### src/rtl/colour_sequence_gen.sv
// Random one-hot colour sequence builder for the memory game.
// A 16-bit Galois LFSR (reseeded per game from an entropy word) fills a small
// buffer one entry per cycle; a registered read port serves the stored colours.
module colour_sequence_gen #(
  parameter int          MAX_LEN = 16,
  parameter logic [15:0] SEED    = 16'hACE1
) (
  input  logic        clock,
  input  logic        reset,
  input  logic        start,
  input  logic        append,
  input  logic [4:0]  length,
  input  logic [15:0] entropy,
  output logic        busy,
  output logic        done,
  output logic        full,
  output logic [4:0]  seqLength,
  input  logic [3:0]  rdIndex,
  output logic [3:0]  rdColour
);

  localparam logic [4:0] MAX_L = 5'(MAX_LEN);

  typedef enum logic [1:0] {S_IDLE, S_SEED, S_GEN, S_DONE} state_t;

  state_t      state_q, state_d;
  logic [15:0] lfsr;
  logic [15:0] ent_q;
  logic [4:0]  target;
  logic [3:0]  slots [16];

  logic [15:0] stepped;
  logic [15:0] mixed;
  logic [4:0]  next_len;
  logic [4:0]  len_clamped;

  function automatic logic [15:0] lfsr_step(input logic [15:0] v);
    return {1'b0, v[15:1]} ^ (v[0] ? 16'hB400 : 16'h0000);
  endfunction

  function automatic logic [3:0] colour_of(input logic [1:0] sel);
    return 4'b0001 << sel;
  endfunction

  assign stepped     = lfsr_step(lfsr);
  assign mixed       = lfsr ^ ent_q;
  assign next_len    = seqLength + 5'd1;
  assign len_clamped = (length == 5'd0) ? 5'd1 : ((length > MAX_L) ? MAX_L : length);

  assign busy = (state_q == S_SEED) || (state_q == S_GEN);
  assign done = (state_q == S_DONE);
  assign full = (seqLength == MAX_L);

  // State register.
  always_ff @(posedge clock) begin
    if (reset) state_q <= S_IDLE;
    else       state_q <= state_d;
  end

  // Next-state logic; a full append skips GEN and just acknowledges.
  always_comb begin
    state_d = state_q;
    case (state_q)
      S_IDLE: begin
        if (start)       state_d = S_SEED;
        else if (append) state_d = full ? S_DONE : S_GEN;
      end
      S_SEED: state_d = S_GEN;
      S_GEN:  if (next_len == target) state_d = S_DONE;
      S_DONE: state_d = S_IDLE;
      default: state_d = S_IDLE;
    endcase
  end

  // Datapath: LFSR, length/target bookkeeping, buffer writes and the read port.
  always_ff @(posedge clock) begin
    if (reset) begin
      lfsr      <= SEED;
      ent_q     <= '0;
      target    <= '0;
      seqLength <= '0;
      rdColour  <= '0;
      for (int i = 0; i < 16; i++) slots[i] <= '0;
    end else begin
      // Slots beyond the valid length read as blank so stale entries never leak.
      rdColour <= ({1'b0, rdIndex} < seqLength) ? slots[rdIndex] : 4'b0000;
      case (state_q)
        S_IDLE: begin
          if (start) begin
            target    <= len_clamped;
            ent_q     <= entropy;
            seqLength <= '0;
          end else if (append && !full) begin
            target <= next_len;
          end
        end
        // An all-zero state would lock the LFSR, so fall back to the seed.
        S_SEED: lfsr <= (mixed == 16'h0000) ? SEED : mixed;
        S_GEN: begin
          lfsr                  <= stepped;
          slots[seqLength[3:0]] <= colour_of(stepped[1:0]);
          seqLength             <= next_len;
        end
        default: ;
      endcase
    end
  end

endmodule

### config.mk
export PLATFORM = sky130hd
export DESIGN_NAME = colour_sequence_gen
export DESIGN_NICKNAME = d
export VERILOG_FILES = /design/src/rtl/colour_sequence_gen.sv
export SDC_FILE = /design/constraint.sdc
export NUM_CORES = 1
export LEC_CHECK = 0
export BUFFER_PORTS_ARGS = -buffer_cell sky130_fd_sc_hd__buf_2
export CORE_ASPECT_RATIO = 0.7
export CORE_MARGIN = 3
export CORE_UTILIZATION = 60
export DETAILED_ROUTE_END_ITERATION = 8
export GPL_TIMING_DRIVEN = 0
export PLACE_DENSITY = 0.9
export SLEW_MARGIN = 40
export SYNTH_ARGS = -nofsm -noshare
export SYNTH_HDL_FRONTEND = slang
export SYNTH_SLANG_ARGS = --single-unit
### constraint.sdc
create_clock -name clock -period 2.2 [get_ports clock]
set_clock_uncertainty 0.1 [all_clocks]
set_input_delay 0.44 -clock clock [delete_from_list [all_inputs] [get_ports clock]]
set_output_delay 0.44 -clock clock [all_outputs]
set_load 0.01 [all_outputs]
After elaboration in Yosys (flattened, before gate mapping):

Memories as Yosys holds them, arrays and structs flattened. A register that Yosys moved wholly into a read port is not among the register bits.
Index checks and enable logic that the tools add are counted.

* output and inout port bits: 12
* input port bits: 29
* logic and storage cells: 58
* memories kept: 1
* RAM bits: 64
* register bits: 44

* multiplexer cells: 22
* magnitude comparators: 2
* shifts and indexed selects: 1
* equal/unequal tests: 8
* bitwise gates (word level): 3
* add/subtract/negate cells: 1
* reduce and logical (&&, ||, !) cells: 15

Memories
* slots: depth 16, bits a word 4, rd ports 1, clocked after memory_dff 1, wr ports 16, line 30 `logic [3:0] slots [16];`

Operator list (number)
* $mux W16: 2
* $pmux W16 S2: 1
* $mux W5: 5
* $logic_not A16 Y1: 1
* $xor A15 B16 Y16: 1
* $xor A16 B16 Y16: 1
* $pmux W5 S2: 1
* $mux W4: 2
* $pmux W2 S4: 1
* $reduce_and A2 Y1: 4
* $mux W1: 7
* $mux W2: 3
* $reduce_bool A2 Y1: 3
* $add A5 B1 Y5 const B: 1
* $eq A5 B5 Y1: 1
* $eq A5 B5 Y1 const B: 1
* $gt A5 B5 Y1 const B: 1
* $logic_not A5 Y1: 1
* $lt A4 B5 Y1: 1
* $eq A2 B2 Y1 const B: 2
* $reduce_or A4 Y1: 1
* $shl A1 B2 Y4 const A: 1
* $ne A3 B3 Y1 const B: 1
* $eq A2 B1 Y1 const B: 1
* 8 further kinds: 8

Longest topological paths before layout:

* depth after elaboration: 6
* gate-level depth with buffers: 9
* depth with buffers taken out: 7

Least setup slack after synthesis:

OpenSTA, ideal clock, no wires.

* kind: register to register
* start point: reg seqLength[0]
* end point: reg state_q[1]
* path slack: 0.154 ns
* clock period less this slack: 2.046 ns
* data arrival time: 1.876 ns
* stages on the path, launching flop included: 8
* library setup time: 0.070 ns
* path through: dfxtp_1 > inv_1 > ha_1 > xor2_1 > nor3_1 > a41oi_1 > or3_1 > a21oi_1

* cells in the longest elaborated chain, start to end: 4

RTL lines
* start: declaration: line 17 `output logic [4:0] seqLength,`
* start signal: assignment: line 102 `seqLength <= next_len;`
* $add A5 B1 Y5: line 47 `assign next_len = seqLength + 5'd1;`
* $eq A5 B5 Y1: line 69 `S_GEN: if (next_len == target) state_d = S_DONE;`
* $ne A2 B1 Y1 (no source line)
* $reduce_and A2 Y1 (no source line)
* end signal: assignment: line 57 `else state_q <= state_d;`
* end: declaration: line 26 `state_t state_q, state_d;`

Every way passes these cells.
A chain may end at the register's enable or synchronous reset.

==> impl_metrics.ini <==
[yosys]
syn_area_um2 = 5470
synth-main-ff-cell = edfxtp_1
syn_area_per_cell_um2 = 10.4
yosysSeqAreaShare_pct = 52.7
ys_ff_latch = 112
netlist_instances = 526
synth_edf_count = 64
yosys_warnings = 0
syn_nets = 565
async_reset_ff_share_pct = 0
ys_types = 44

[drt]
avgViaCountPerCell = 6.17
num_vias = 4329
routed_wl_um = 13300
wire_per_inst_um = 19.0
dr.pass1.iters = 6
drc = 0
postRouteAntennaNets = 0
drt_iter0_drc = 536

[timing]
slew_viol_final = 0
setup_ws_ns = 0.0711
finalSetupTns_ns = 0
worst_slew_pin_slew_ns = 0.695
post-route-period-util_pct = 96.8
fmax_mhz = 470
post-route-min-period_ns = 2.13
hold_violations = 0
relSlewSlack_pct = 53.7
setup_viol = 0

[finish]
multi_input_area_um2 = 2440
regArea_um2 = 2890
finish.utilization_pct = 72.1
nNetsFinal = 616
fin_cells = 702
drive_gt1_share_pct = 19.8
diodes = 0
num-fill-cells = 600
area_growth_pct = 14.0
final_cell_area_um2 = 6230

[clock_network]
cts_tree = built
clk_path_buf_depth = 2
h-tree-depth = 3
clk_pin_slew_ns = 0.07
cts_buffers = 9
root_buffer = clkbuf_16
clock-sinks = 112
clk_latency_ns = 0.36

[setup_path]
cp.required_ns = 2.16
worstReg2RegStart = state_q[0]
slowest_delay_ns = 0.33
cp-end-kind = flop
cpMaxStageDelayCell = dfxtp_1
timing.rr.end = slots[12][2]
crit_chain = inv_1 > ha_2 > clkinvlp_4 > nor2_2 > and2_2 > nand3_1 > nand2b_1
reg2reg_slack_ns = 0.07
arrival_ns = 2.09
rr_worst_depth = 7
cp_max_fo = 7
start_kind = flop
critPathKind = flop to flop

[global_routing]
grt_pass1_vias = 4109
grt_pass1_wl_um = 21200
grt-ovfl-total = 0
antenna_found_initial = 0
grt_max_degree = 19
track_usage_pct = 27.1

[place]
detailed_place.area_um2 = 5820
pre_cts_slack_ns = -0.226
gp_congestion = 0.894
dp_hpwl_um = 9510
place_inst = 686
portBuffers = 40

[floorplan]
fp.dieH_um = 85.9
dieArea_um2 = 10300
die_w_um = 120
core_area_um2 = 8650
row_count = 28
start_util_pct = 63.2
ios = 41

[pwr]
p_leak_nw = 2.29
p_per_area_nw_per_um2 = 1040
ir_worst_vdd_mv = 0.641

[min_path]
whs_path_depth = 3
hold_class = input port to flop
min_from = entropy[6]
hold_end = ent_q[6]

[flow_run]
cap_violations = 0

[status]
outcome = finished clean
cells in the mapped netlist (11+ instances only):
master	n	area [um^2]
edfxtp_1	64	1920
xnor2_1	23	201
nor2_1	95	357
mux4_2	16	360
a21oi_1	33	165
o21ai_0	21	105
a22oi_1	13	97.6
nand2_1	61	229
nand2b_1	20	125
dfxtp_1	48	961
nand3_1	11	55.1
clkbuf_1	26	97.6
stage by stage:
stage	power [W]	hold slack [ns]
6_report	0.00649	0.217
5_1_grt	0.00677	0.212
4_1_cts	0.00638	0.207
3_5_place_dp	0.00461	0.362
3_3_place_gp	0.00451	0.358
2_1_floorplan	0.00411	0.349
metal layers:
layer | GRT usage (%) | wire length, um
met3 | 8.44 | 1570
met1 | 37.2 | 5380
met5 | 0 | 0
met2 | 41.4 | 6040
met4 | 9.67 | 323
worst max-delay path by stage:
| stage | cells after the start | slack (ns) | start | to |
|---|---|---|---|---|
| 2_1_floorplan | 7 | 0.15 | seqLength[0] | state_q[1] |
| 3_5_place_dp | 8 | -0.23 | state_q[0] | slots[14][1] |
| 5_1_grt | 7 | -0.006 | state_q[0] | slots[12][2] |
| 3_3_place_gp | 8 | -0.16 | state_q[0] | slots[12][2] |
| 4_1_cts | 7 | 0.03 | state_q[0] | slots[14][1] |
| 6_report | 7 | 0.07 | state_q[0] | slots[12][2] |
cell families after synthesis:
logic type | synth area share (%)
DFF | 52.7
and+or+nand+nor | 17.0
buffers and inverters | 3.78
adders and majority gates | 2.29
xor gates and xnor gates | 4.90
AOI/OAI and AO/OA | 12.4
muxes | 6.96
worst max-delay path: cells and delay by family, from the launching register on:
family | cells | cell delay, ns
and+or+nand+nor | 4 | 0.83
DFF | 1 | 0.33
adders and majority gates | 1 | 0.31
buffers and inverters | 2 | 0.25
report_power, final:
part | internal (W) | switching [W]
combinational | 0.000816 | 0.00121
clock | 0.00101 | 0.000771
sequential | 0.00246 | 0.000223
placed cells by master, fill, tap and decap left out, types with 4 or more instances in the layout:
master / n
nor2_1: 94
xnor2_1: 23
a22oi_1: 13
nand4_1: 4
nand2b_1: 16
nand2_1: 61
nand3_1: 9
edfxtp_1: 64
mux4_2: 16
dfxtp_1: 46
a22o_1: 6
inv_1: 9
a21oi_1: 33
clkbuf_1: 22
buf_4: 4
buf_2: 43
ha_1: 9
clkbuf_16: 11
a211o_1: 8
nand2b_4: 4
o21ai_0: 21
a31o_2: 4
cell type report:
cell class	count	area share [%]
Buffer	34	2.69
Clock buffer	12	4.64
Clock inverter	4	0.743
Inverter	10	0.662
Multi-Input combinational cell	369	39.2
Sequential cell	112	46.3
Tap cell	120	2.41
Timing Repair Buffer	41	3.33
registers in the layout, indices dropped and copies added, names as in the netlist:
signal	flops
target	5
state_q	2
seqLength	5
ent_q	16
lfsr	16
slots	64
rdColour	4
repair_timing:
item / in CTS / in global routing
setup buffers: 0 / 1
resized for setup: 6 / 17
setup endpoints to repair: 77 / 80
hold buffers: 0 / 0
endpoints found under the hold margin: 0 / 0
No activity file was read; power rests on OpenSTA's default activity.
